## config.mk

```make
export PLATFORM = sky130hd
export DESIGN_NAME = branch_unit
export DESIGN_NICKNAME = d
export VERILOG_FILES = /design/src/rtl/branch_pkg.sv /design/src/rtl/branch_cmp.sv /design/src/rtl/branch_unit.sv
export SDC_FILE = /design/constraint.sdc
export NUM_CORES = 1
export LEC_CHECK = 0
export BUFFER_PORTS_ARGS = -buffer_cell sky130_fd_sc_hd__buf_2
export CORE_MARGIN = 1
export CORE_UTILIZATION = 46
export DETAILED_ROUTE_END_ITERATION = 12
export PLACE_DENSITY = 0.75
export SLEW_MARGIN = 15
export SYNTH_ARGS = -nofsm -noshare
export SYNTH_HDL_FRONTEND = slang
export SYNTH_SLANG_ARGS = --single-unit
```

## constraint.sdc

```tcl
create_clock -name clk -period 3.2 [get_ports clk]
set_input_delay 0.16 -clock clk [delete_from_list [all_inputs] [get_ports clk]]
set_output_delay 0.16 -clock clk [all_outputs]
set_load 0.1 [all_outputs]
```

## src/rtl/branch_pkg.sv

```systemverilog
// Shared branch-unit types: funct3 encodings, branch-op enum and the result bundle.
package branch_pkg;

    localparam int unsigned BR_XLEN_MAX = 64;

    localparam logic [2:0] F3_BEQ  = 3'b000;
    localparam logic [2:0] F3_BNE  = 3'b001;
    localparam logic [2:0] F3_BLT  = 3'b100;
    localparam logic [2:0] F3_BGE  = 3'b101;
    localparam logic [2:0] F3_BLTU = 3'b110;
    localparam logic [2:0] F3_BGEU = 3'b111;

    typedef enum logic [2:0] {
        BR_BEQ  = F3_BEQ,
        BR_BNE  = F3_BNE,
        BR_RSV2 = 3'b010,
        BR_RSV3 = 3'b011,
        BR_BLT  = F3_BLT,
        BR_BGE  = F3_BGE,
        BR_BLTU = F3_BLTU,
        BR_BGEU = F3_BGEU
    } branch_op_e;

    // Sized for the widest legal XLEN; narrower units use the low bits only.
    typedef struct packed {
        logic                   taken;
        logic [BR_XLEN_MAX-1:0] target;
        logic [BR_XLEN_MAX-1:0] redirect;
        logic                   mispredict;
        logic                   illegal;
    } branch_res_t;

endpackage

```

## src/rtl/branch_cmp.sv

```systemverilog
// Combinational branch comparator: funct3 decode to taken/illegal.
module branch_cmp
    import branch_pkg::*;
#(
    parameter int unsigned XLEN = 32
) (
    input  logic [XLEN-1:0] rs1,
    input  logic [XLEN-1:0] rs2,
    input  logic [2:0]      funct3,
    output logic            taken,
    output logic            illegal
);

    branch_op_e op;
    assign op = branch_op_e'(funct3);

    always_comb begin
        taken   = 1'b0;
        illegal = 1'b0;
        case (op)
            BR_BEQ:  taken = (rs1 == rs2);
            BR_BNE:  taken = (rs1 != rs2);
            BR_BLT:  taken = ($signed(rs1) <  $signed(rs2));
            BR_BGE:  taken = ($signed(rs1) >= $signed(rs2));
            BR_BLTU: taken = (rs1 <  rs2);
            BR_BGEU: taken = (rs1 >= rs2);
            default: illegal = 1'b1;
        endcase
    end

endmodule

```

## src/rtl/branch_unit.sv

```systemverilog
// Pipelined branch-resolution unit (1 or 2 stages) with valid/ready handshake and flush.
// Optional saturating statistics counters when BRANCH_STATS_EN is defined.
module branch_unit
    import branch_pkg::*;
#(
    parameter int unsigned XLEN   = 32,
    parameter int unsigned STAGES = 1,
    parameter int unsigned CNT_W  = 32
) (
    input  logic            clk,
    input  logic            rst_n,
    input  logic            flush,
    input  logic            in_valid,
    output logic            in_ready,
    input  logic [XLEN-1:0] in_rs1,
    input  logic [XLEN-1:0] in_rs2,
    input  logic [2:0]      in_funct3,
    input  logic [XLEN-1:0] in_pc,
    input  logic [XLEN-1:0] in_imm,
    input  logic            in_pred,
    output logic            out_valid,
    input  logic            out_ready,
    output logic            out_taken,
    output logic [XLEN-1:0] out_target,
    output logic [XLEN-1:0] out_redirect,
    output logic            out_mispredict,
`ifdef BRANCH_STATS_EN
    input  logic             stat_clr,
    output logic [CNT_W-1:0] stat_branches,
    output logic [CNT_W-1:0] stat_taken,
    output logic [CNT_W-1:0] stat_mispredict,
`endif
    output logic            out_illegal
);

    logic            cmp_taken;
    logic            cmp_illegal;
    logic [XLEN-1:0] target_c;
    logic [XLEN-1:0] pc4_c;
    logic            accept;
    logic            out_adv;
    logic            out_valid_q;
    logic            out_load;
    branch_res_t     res_d;
    branch_res_t     res_q;

    branch_cmp #(.XLEN(XLEN)) u_cmp (
        .rs1     (in_rs1),
        .rs2     (in_rs2),
        .funct3  (in_funct3),
        .taken   (cmp_taken),
        .illegal (cmp_illegal)
    );

    assign target_c = in_pc + in_imm;
    assign pc4_c    = in_pc + XLEN'(4);
    assign accept   = in_valid && in_ready;
    assign out_adv  = !out_valid_q || out_ready;

    generate
        if (STAGES == 1) begin : g_one
            assign in_ready = out_adv;
            assign out_load = accept;

            always_comb begin
                res_d            = '0;
                res_d.taken      = cmp_taken;
                res_d.target     = BR_XLEN_MAX'(target_c);
                res_d.redirect   = cmp_taken ? BR_XLEN_MAX'(target_c) : BR_XLEN_MAX'(pc4_c);
                res_d.mispredict = !cmp_illegal && (cmp_taken != in_pred);
                res_d.illegal    = cmp_illegal;
            end
        end else begin : g_two
            logic            s1_valid_q;
            logic            s1_taken_q;
            logic            s1_pred_q;
            logic            s1_illegal_q;
            logic [XLEN-1:0] s1_target_q;
            logic [XLEN-1:0] s1_pc4_q;
            logic            s1_adv;

            assign s1_adv   = !s1_valid_q || out_adv;
            assign in_ready = s1_adv;
            assign out_load = s1_valid_q;

            always_ff @(posedge clk or negedge rst_n) begin
                if (!rst_n) begin
                    s1_valid_q   <= 1'b0;
                    s1_taken_q   <= 1'b0;
                    s1_pred_q    <= 1'b0;
                    s1_illegal_q <= 1'b0;
                    s1_target_q  <= '0;
                    s1_pc4_q     <= '0;
                end else begin
                    if (flush) begin
                        s1_valid_q <= 1'b0;
                    end else if (s1_adv) begin
                        s1_valid_q <= accept;
                    end
                    if (accept) begin
                        s1_taken_q   <= cmp_taken;
                        s1_pred_q    <= in_pred;
                        s1_illegal_q <= cmp_illegal;
                        s1_target_q  <= target_c;
                        s1_pc4_q     <= pc4_c;
                    end
                end
            end

            always_comb begin
                res_d            = '0;
                res_d.taken      = s1_taken_q;
                res_d.target     = BR_XLEN_MAX'(s1_target_q);
                res_d.redirect   = s1_taken_q ? BR_XLEN_MAX'(s1_target_q) : BR_XLEN_MAX'(s1_pc4_q);
                res_d.mispredict = !s1_illegal_q && (s1_taken_q != s1_pred_q);
                res_d.illegal    = s1_illegal_q;
            end
        end
    endgenerate

    // Output register is the last stage in both configurations; flush only clears valid.
    always_ff @(posedge clk or negedge rst_n) begin
        if (!rst_n) begin
            out_valid_q <= 1'b0;
            res_q       <= '0;
        end else begin
            if (flush) begin
                out_valid_q <= 1'b0;
            end else if (out_adv) begin
                out_valid_q <= out_load;
            end
            if (out_adv && out_load) begin
                res_q <= res_d;
            end
        end
    end

    assign out_valid      = out_valid_q;
    assign out_taken      = res_q.taken;
    assign out_target     = res_q.target[XLEN-1:0];
    assign out_redirect   = res_q.redirect[XLEN-1:0];
    assign out_mispredict = res_q.mispredict;
    assign out_illegal    = res_q.illegal;

    generate
        if (XLEN < BR_XLEN_MAX) begin : g_hi
            logic unused_hi;
            assign unused_hi = ^{res_q.target[BR_XLEN_MAX-1:XLEN], res_q.redirect[BR_XLEN_MAX-1:XLEN]};
        end
    endgenerate

`ifdef BRANCH_STATS_EN
    logic             stat_hit;
    logic [CNT_W-1:0] st_br_q;
    logic [CNT_W-1:0] st_tk_q;
    logic [CNT_W-1:0] st_mp_q;

    assign stat_hit = out_valid_q && out_ready && !res_q.illegal;

    always_ff @(posedge clk or negedge rst_n) begin
        if (!rst_n) begin
            st_br_q <= '0;
            st_tk_q <= '0;
            st_mp_q <= '0;
        end else if (stat_clr) begin
            st_br_q <= '0;
            st_tk_q <= '0;
            st_mp_q <= '0;
        end else if (stat_hit) begin
            if (st_br_q != '1) st_br_q <= st_br_q + CNT_W'(1);
            if (res_q.taken && (st_tk_q != '1)) st_tk_q <= st_tk_q + CNT_W'(1);
            if (res_q.mispredict && (st_mp_q != '1)) st_mp_q <= st_mp_q + CNT_W'(1);
        end
    end

    assign stat_branches   = st_br_q;
    assign stat_taken      = st_tk_q;
    assign stat_mispredict = st_mp_q;
`else
    logic [CNT_W-1:0] stat_unused;
    assign stat_unused = '0;
`endif

endmodule

```

==> results.sh, run 1 <==
export IMPL_fin_ws_ps=565
export IMPL_crit_slowest_cell="a221o_1"
export IMPL_synth_seq_cells=68
export IMPL_numCtsBuffers=9
export IMPL_sw_frac_of_total=0.519
export IMPL_timing_final_crit_share=0.824
export IMPL_dp_slack_ps=222
export IMPL_diodes=0
export IMPL_use_met2=0.434
export IMPL_vias_per_cell=5.32
export IMPL_outcome="finished, final reports clean"
export IMPL_end_kind="flip-flop"
export IMPL_ys_flop_type="dfrtp_1"
export IMPL_grt_max_degree=46
export IMPL_cts_root_buf="clkbuf_16"
export IMPL_min_period_ps=2640
export IMPL_row_count=40
export IMPL_drc=0
export IMPL_antenna_found_initial=0
export IMPL_peakVddDrop_uv=432
export IMPL_clock_path_buffers=2
export IMPL_yosys_warnings=0
export IMPL_critPathTopFamily="compound AO/OA/AOI/OAI gates"
export IMPL_num_vias=5659
export IMPL_worst_pin_slew_ps=1050
export IMPL_seqPwrFrac=0.243
export IMPL_clk_latency_ps=330
export IMPL_hold_path_class="in2async"
export IMPL_die_width_um=114
export IMPL_initial_core_util=0.477
export IMPL_grt_pass1_wl_mm=25.5
export IMPL_rsz0062_at_grt="no"
export IMPL_setup_viol_count_final=0
export IMPL_criticalPathCategory="in2reg"
export IMPL_cp_arrival_ps=2840
export IMPL_synth_area_um2=5800
export IMPL_cts_max_level=3
export IMPL_wl_per_cell_um=15.0
export IMPL_skew_ps=6.90
export IMPL_n_fill_cell=1133
export IMPL_cts_sinks=68
export IMPL_grt_usage=0.246
export IMPL_floorplan_die_area_um2=13100
export IMPL_ys_types=69
export IMPL_drv_cap=0
export IMPL_gr_usage_met1=0.306
export IMPL_cpPeakStageDelay_ps=390
export IMPL_drt_total_wl_mm=15.9
export IMPL_power_leakage_nw=3.76
export IMPL_comb_power_share=0.539
export IMPL_use_met3=0.0424
export IMPL_p_per_area_nw_per_um2=636
export IMPL_cp_start_kind="input pin"
export IMPL_clkTransAtPathRegs_ps=60
export IMPL_hold_viol=0
export IMPL_drt_iter0_drc=248
export IMPL_final_nets=1094
export IMPL_crit_chain="buf_2 -> ha_1 -> inv_1 -> fa_1 -> nor2b_4 -> o31a_4 -> o31ai_4 -> o221ai_1 -> a31oi_2 -> o21ai_2 -> a221o_1 -> a32oi_1 -> o311ai_1"
export IMPL_p_int_mw=2.26
export IMPL_overflow=0
export IMPL_seq_area_frac_synth=0.293
export IMPL_dp_hpwl_mm=12.6
export IMPL_path_max_fanout=4
export IMPL_synth_avg_cell_area_um2=8.49
export IMPL_core_um2=12200
export IMPL_relSlewSlack=0.298
export IMPL_netlist_instances=683
export IMPL_port_buffers=205
export IMPL_critPathBufInv=2
export IMPL_slew_viol_final=0
export IMPL_synthesis_nets=885
export IMPL_synth_edff_count=0
export IMPL_post_cts_buffers=0
export IMPL_routabilityCongestion=0.914
export IMPL_max_freq_mhz=379
export IMPL_p_clk_frac=0.218
export IMPL_ioPinCount=206
export IMPL_first_pass_iters=4
export IMPL_drive_above_1_share=0.296
export IMPL_dieHeight_um=114
export IMPL_antenna_left=0
export IMPL_synthArstFlopShare=1.00
export IMPL_cts_tree="done"
export IMPL_switchingPower_mw=2.43
export IMPL_syn_to_final_growth_pct=27.0
export IMPL_totalNegativeSetupSlack_ps=0
export IMPL_required_ps=3400
export IMPL_grt_pass1_vias=5464
export IMPL_busiest_layer="met2"
-- Yosys cell counts, drive strengths merged (5+ instances only) --
cell    count  area (µm²)
nand2     103         389
nand4      16         100
o21a        8        60.1
mux2i      15         150
ha         64         801
nand3      19        95.1
a21oi      42         225
mux2       15         169
and3        6        37.5
inv        50         188
xnor2      34         298
xor2       23         201
and4        5        43.8
clkbuf     12        45.0
and2        5        31.3
a21o       13        97.6
or3         7        43.8
buf         8        45.0
dfrtp      68        1700
nand2b      7        43.8
o211ai     10        80.1
o21ai      60         304
nor2b       7        51.3
nor3        8        45.0
nor2       34         135
-- cell usage in the layout (no fill, tap or decap), types with 4 or more instances in the layout --
cell         n
and4_1       5
nor2_1      33
ha_1        64
and2_1       5
nor3_1       7
a221o_1      4
o21ai_0     38
clkbuf_16    9
buf_4       11
nor2b_1      6
mux2_2      14
o211ai_1     9
a21oi_2      4
and3_1       6
xnor2_1     34
o21a_1       8
nand3_1     19
buf_2      205
inv_1       50
dfrtp_1     68
mux2i_1     15
or3_1        7
a21o_1      13
o21ai_1     21
xor2_1      23
a21oi_1     38
nand2b_1     7
nand4_1     16
nand2_1    101
-- final timing paths --
check	depth (start not counted)	slack, ps	to	startpoint
min in group clk	3	100	out_valid	in_valid
max reg2reg	5	1360	out_redirect[26]	out_valid
max in group asynchronous	2	2360	out_redirect[8]	rst_n
min reg2reg	2	460	out_target[6]	out_target[6]
min	1	20	out_redirect[19]	rst_n
max	13	560	out_redirect[28]	in_pc[0]
-- power by group through the flow --
stage,Sequential [mW],Clock (mW),Combinational [mW]
after global placement,1.15,0,2.51
after global routing,1.16,1.07,2.66
after floorplan,2.49,0,0.665
final,1.14,1.02,2.53
after CTS,1.14,1.04,2.53
after detailed placement,1.15,0,2.52
-- layer usage --
metal	vias to the layer above	wire length, µm
met5	-	0
met4	0	254
met3	25	925
met2	181	7540
met1	2605	7190
li1	2848	-
-- flip-flops by register name, summed over array words and instances, names as in the netlist --
name            count
out_redirect       32
out_target         32
out_illegal         1
out_mispredict      1
out_taken           1
out_valid           1
-- stage by stage --
stage / hold WS, ps / cells / utilization / area (µm²) / power [mW]
floorplan: -136 / 683 / - / 5800 / 3.15
global placement: 311 / 1048 / 0.580 / 7050 / 3.66
global route: 105 / 1064 / 0.606 / 7370 / 4.90
CTS: 50.8 / 1064 / 0.606 / 7370 / 4.71
detailed placement: 322 / 1048 / 0.580 / 7050 / 3.68
finish: 23.3 / 1064 / 0.606 / 7370 / 4.69
-- cells by family (layout without fill, tap and decap cells) --
kind of cell	after synthesis	in the layout	synth area share
compound gates	169	169	0.192
xor+xnor	57	57	0.0860
fa+ha+maj	65	65	0.141
buf+inv	70	283	0.0479
flops	68	68	0.293
mux	30	30	0.0550
simple gates	224	224	0.184
-- what timing repair did --
| action | CTS | global route |
|---|---|---|
| hold endpoints to repair | 1 | 0 |
| gates resized for setup | 0 | 0 |
| setup endpoints to repair | 0 | 0 |
| hold buffers | 1 | 0 |
-- layout make-up --
| cell class | instances | area (µm²) | area share |
|---|---|---|---|
| clock buffer | 14 | 274 | 0.0372 |
| clock inverter | 1 | 30.0 | 0.00408 |
| inverter | 50 | 188 | 0.0255 |
| multi-input combinational | 545 | 3820 | 0.519 |
| sequential | 68 | 1700 | 0.231 |
| tap | 168 | 210 | 0.0285 |
| timing repair buffer | 218 | 1140 | 0.155 |
Note: power is estimated with default switching activity, not from simulation.
==> run 2, diff against run 1 <==
clock period = 2.5 ns   (was 3.2 ns; I/O delays follow)
==> results.sh, run 2 (same netlist as run 1, synthesis figures left out) <==
export IMPL_outcome="finished, final reports clean"
export IMPL_floorplan_die_area_um2=13100
export IMPL_dp_hpwl_mm=13.0
export IMPL_peakVddDrop_uv=555
export IMPL_num_vias=5771
export IMPL_p_per_area_nw_per_um2=774
export IMPL_cts_root_buf="clkbuf_16"
export IMPL_routabilityCongestion=0.874
export IMPL_fin_area_um2=7760
export IMPL_die_width_um=114
export IMPL_crit_slowest_cell="a311o_1"
export IMPL_drv_cap=0
export IMPL_grt_usage=0.251
export IMPL_rsz0062_at_grt="no"
export IMPL_clock_path_buffers=2
export IMPL_switchingPower_mw=3.12
export IMPL_fin_hold_ws_ps=49.5
export IMPL_antenna_left=0
export IMPL_sw_frac_of_total=0.519
export IMPL_antenna_found_initial=0
export IMPL_end_kind="flip-flop"
export IMPL_ioPinCount=206
export IMPL_final_nets=1141
export IMPL_max_freq_mhz=416
export IMPL_p_clk_frac=0.200
export IMPL_wl_per_cell_um=14.4
export IMPL_drt_total_wl_mm=16.0
export IMPL_power_leakage_nw=3.98
export IMPL_hold_viol=0
export IMPL_cpPeakStageDelay_ps=360
export IMPL_n_fill_cell=1076
export IMPL_grt_max_degree=39
export IMPL_worst_pin_slew_ps=592
export IMPL_critPathTopFamily="compound AO/OA/AOI/OAI gates"
export IMPL_post_cts_buffers=0
export IMPL_seqPwrFrac=0.244
export IMPL_cts_sinks=68
export IMPL_grt_pass1_wl_mm=25.8
export IMPL_layout_common_cells="205 x buf_2, 101 x nand2_1, 67 x dfrtp_1"
export IMPL_drt_iter0_drc=330
export IMPL_cts_max_level=3
export IMPL_hold_path_class="in2reg"
export IMPL_timing_final_crit_share=0.961
export IMPL_criticalPathCategory="in2reg"
export IMPL_placed_cell_area_um2=7460
export IMPL_port_buffers=205
export IMPL_syn_to_final_growth_pct=33.7
export IMPL_p_int_mw=2.89
export IMPL_clkTransAtPathRegs_ps=50
export IMPL_skew_ps=3.91
export IMPL_grt_pass1_vias=5624
export IMPL_comb_power_share=0.557
export IMPL_core_um2=12200
export IMPL_required_ps=2720
export IMPL_drive_above_1_share=0.338
export IMPL_row_count=40
export IMPL_critPathBufInv=2
export IMPL_min_period_ps=2400
export IMPL_drc=0
export IMPL_cp_arrival_ps=2620
export IMPL_slew_viol_final=0
export IMPL_setup_viol_count_final=0
export IMPL_layout_commonest_cell="buf_2"
export IMPL_initial_core_util=0.477
export IMPL_first_pass_iters=5
export IMPL_numCtsBuffers=9
export IMPL_dieHeight_um=114
export IMPL_diodes=0
export IMPL_overflow=0
export IMPL_crit_chain="buf_2 -> ha_1 -> inv_1 -> fa_2 -> nor2b_4 -> o31a_4 -> o31ai_4 -> o211ai_2 -> a21o_1 -> a311o_1 -> a21oi_2 -> xnor2_1 -> a221o_1"
export IMPL_relSlewSlack=0.604
export IMPL_cp_start_kind="input pin"
export IMPL_clk_latency_ps=330
export IMPL_path_max_fanout=4
export IMPL_vias_per_cell=5.20
export IMPL_cts_tree="done"
run 2: changes by cell type in the layout (fill, tap and decap cells not counted), moves of 2 or more:
cell / delta
buf_4: +43
clkinv_2: +2
clkbuf_8: -3
buf_12: +2
run 2: final cells by class:
class	instances	area (µm²)	share of cell area
multi-input cells	545	3860	0.498
flip-flops and latches	68	1700	0.220
repair buffers	265	1520	0.196
clock buffers	11	233	0.0300
well taps	168	210	0.0271
inverters	50	188	0.0242
clock inverters	3	40.0	0.00516
run 2: worst min-delay path: stages:
cell     delay, ps
buf_2          120
inv_1           50
a21oi_1         50
run 2: what timing repair did:
action,4_1_cts,5_1_grt
resized for setup,1,2
endpoints found under the hold margin,69,0
hold buffers,2,0
endpoints found under the setup margin,1,3
run 2: power by group through the flow:
| stage | Combinational (mW) | Clock [mW] | Sequential, mW |
|---|---|---|---|
| after floorplan | 0.863 | 0 | 3.18 |
| after global placement | 3.30 | 0 | 1.48 |
| after detailed placement | 3.33 | 0 | 1.48 |
| after CTS | 3.34 | 1.23 | 1.46 |
| after global routing | 3.53 | 1.27 | 1.49 |
| final | 3.34 | 1.20 | 1.46 |
run 2: stage by stage:
step                TNS, ps   util  total power [mW]  setup slack (ps)  cells
global route              0  0.638              6.28              1.94   1110
CTS                       0  0.637              6.03               117   1110
detailed placement    -4630  0.613              4.81              -365   1094
finish                    0  0.638              6.01              96.3   1110
global placement      -3120  0.613              4.78              -253   1094
floorplan                 0      -              4.05              6.71    683
run 2: metal layers:
layer  up-vias  track usage  wire length, µm
li1       2931            -                -
met1      2637        0.309             7210
met2       167        0.435             7630
met3        36       0.0487              738
met4         0       0.0961              387
met5         -            0                0
run 2: final timing paths:
check / start / to / slack [ps] / cells after the start
min in group asynchronous: rst_n / out_redirect[19] / 360 / 3
setup reg to reg: out_valid / out_redirect[28] / 780 / 6
max in group asynchronous: rst_n / out_valid / 1770 / 3
hold reg to reg: out_target[14] / out_target[14] / 470 / 2
hold / removal: in_valid / out_valid / 50 / 3
setup / recovery: in_pc[0] / out_redirect[16] / 100 / 13
==> run 3, diff against run 2 <==
--- a/config.mk
+++ b/config.mk
@@ -8,7 +8,7 @@
 export BUFFER_PORTS_ARGS = -buffer_cell sky130_fd_sc_hd__buf_2
 export CORE_MARGIN = 1
-export CORE_UTILIZATION = 46
+export CORE_UTILIZATION = 45
 export DETAILED_ROUTE_END_ITERATION = 12
-export PLACE_DENSITY = 0.75
+export PLACE_DENSITY = 0.76
 export SLEW_MARGIN = 15
 export SYNTH_ARGS = -nofsm -noshare
==> constraint.sdc (replaced) <==
create_clock -name clk -period 1.99 [get_ports clk]
set_input_delay 0.2985 -clock clk [delete_from_list [all_inputs] [get_ports clk]]
set_output_delay 0.2985 -clock clk [all_outputs]
set_load 0.1 [all_outputs]
==> results.sh, run 3 (same netlist as run 1, synthesis figures left out) <==
export IMPL_cts_root_buf="clkbuf_16"
export IMPL_layout_common_cells="196 x buf_2, 141 x buf_4, 96 x nand2_1"
export IMPL_fin_ws_ps=-521
export IMPL_die_width_um=116
export IMPL_hold_path_class="in2reg"
export IMPL_path_max_fanout=4
export IMPL_required_ps=2200
export IMPL_dieHeight_um=116
export IMPL_drive_above_1_share=0.489
export IMPL_n_fill_cell=859
export IMPL_port_buffers=205
export IMPL_core_um2=12600
export IMPL_worst_pin_slew_ps=498
export IMPL_drc=0
export IMPL_skew_ps=4.37
export IMPL_rrSetupSlack_ps=370
export IMPL_grt_usage=0.279
export IMPL_rsz0062_at_grt="yes"
export IMPL_power_mw=8.45
export IMPL_drt_iter0_drc=370
export IMPL_first_pass_iters=5
export IMPL_diodes=0
export IMPL_p_per_area_nw_per_um2=891
export IMPL_num_vias=6630
export IMPL_criticalPathCategory="in2reg"
export IMPL_timing_final_crit_share=1.26
export IMPL_cts_sinks=68
export IMPL_floorplan_die_area_um2=13400
export IMPL_dp_hpwl_mm=14.2
export IMPL_row_count=41
export IMPL_fin_area_um2=9480
export IMPL_cts_max_level=3
export IMPL_final_cells=1220
export IMPL_clkTransAtPathRegs_ps=60
export IMPL_power_leakage_nw=4.73
export IMPL_cp_arrival_ps=2720
export IMPL_wl_per_cell_um=17.0
export IMPL_routabilityCongestion=0.939
export IMPL_end_kind="flip-flop"
export IMPL_antenna_found_initial=0
export IMPL_final_nets=1245
export IMPL_grt_max_degree=69
export IMPL_cts_tree="done"
export IMPL_relSlewSlack=0.660
export IMPL_dp_slack_ps=-910
export IMPL_min_period_ps=2510
export IMPL_grt_pass1_vias=6294
export IMPL_placed_cell_area_um2=8250
export IMPL_clock_path_buffers=2
export IMPL_drt_total_wl_mm=20.8
export IMPL_violations="negative setup slack"
export IMPL_initial_core_util=0.460
export IMPL_slew_viol_final=0
export IMPL_numCtsBuffers=9
export IMPL_cp_start_kind="input pin"
export IMPL_totalNegativeSetupSlack_ps=-18020
export IMPL_layout_commonest_cell="buf_2"
export IMPL_outcome="finished, violations left"
export IMPL_overflow=0
export IMPL_drv_cap=0
export IMPL_hold_viol=0
export IMPL_setup_viol_count_final=51
export IMPL_ioPinCount=206
export IMPL_place_inst=1185
export IMPL_antenna_left=0
export IMPL_max_freq_mhz=398
export IMPL_clk_latency_ps=330
export IMPL_vias_per_cell=5.43
export IMPL_syn_to_final_growth_pct=63.4
export IMPL_peakVddDrop_uv=858
export IMPL_grt_pass1_wl_mm=28.8
run 3: cell count changes in the layout (fill, tap and decap cells not counted), sizes merged:
| cell | change |
|---|---|
| dlygate4sd3 | -1 |
| buf | +104 |
| clkinv | -1 |
| clkbuf | +4 |
| bufinv | -1 |
| and2 | +1 |
run 3: routing by layer:
metal  wire length, µm  part of all wire  vias up  GRT usage
met5                 0                 0        -          0
met4               706             0.034        0      0.115
met3              1470             0.071       57     0.0403
met2             10700              0.51      305      0.512
met1              7940              0.38     3120      0.325
li1                  -                 -     3148          -
run 3: worst paths after layout:
kind | start | endpoint | depth (start not counted)
setup / recovery | in_pc[0] | out_redirect[28] | 13
setup reg to reg | out_valid | out_target[2] | 4
min in group asynchronous | rst_n | out_redirect[21] | 3
max in group asynchronous | rst_n | out_valid | 3
hold / removal | flush | out_valid | 2
hold reg to reg | out_illegal | out_illegal | 2
run 3: worst max-delay path: stages:
cell      delay [ps]
buf_8            100
ha_4             150
inv_2             70
fa_2             260
nor2b_4           60
o31a_4           290
o31ai_4          280
o221ai_4         200
a31oi_4          230
o21ai_4           80
a221o_1          360
a32oi_1          200
o311ai_1         120
run 3: where the power goes:
group	switching [mW]	leakage [nW]	internal (mW)
combinational	3.56	3.77	1.48
sequential	0.190	0.826	1.68
clock	0.593	0.140	0.946
run 3: area by class of cell:
cell class	instances	area, µm²	share of cell area
Multi-Input combinational cell	546	4630	0.488
Timing Repair Buffer	368	2450	0.259
Sequential cell	68	1710	0.180
Clock buffer	15	278	0.0293
Tap cell	172	215	0.0227
Inverter	50	200	0.0211
Clock inverter	1	5.00	0.000528
run 3: what timing repair did:
item / 4_1_cts / 5_1_grt
hold buffers: 1 / 0
pin swaps: 34 / 57
endpoints found under the hold margin: 2 / 0
setup endpoints to repair: 55 / 55
cloned: 2 / 0
buffers inserted: 13 / 12
resized for setup: 57 / 98
run 3: metrics by stage:
step / util / hold WS, ps
after floorplan: - / 2.91
after global placement: 0.654 / 347
after detailed placement: 0.654 / 357
after CTS: 0.706 / 99.4
after global routing: 0.751 / 109
final: 0.751 / 103
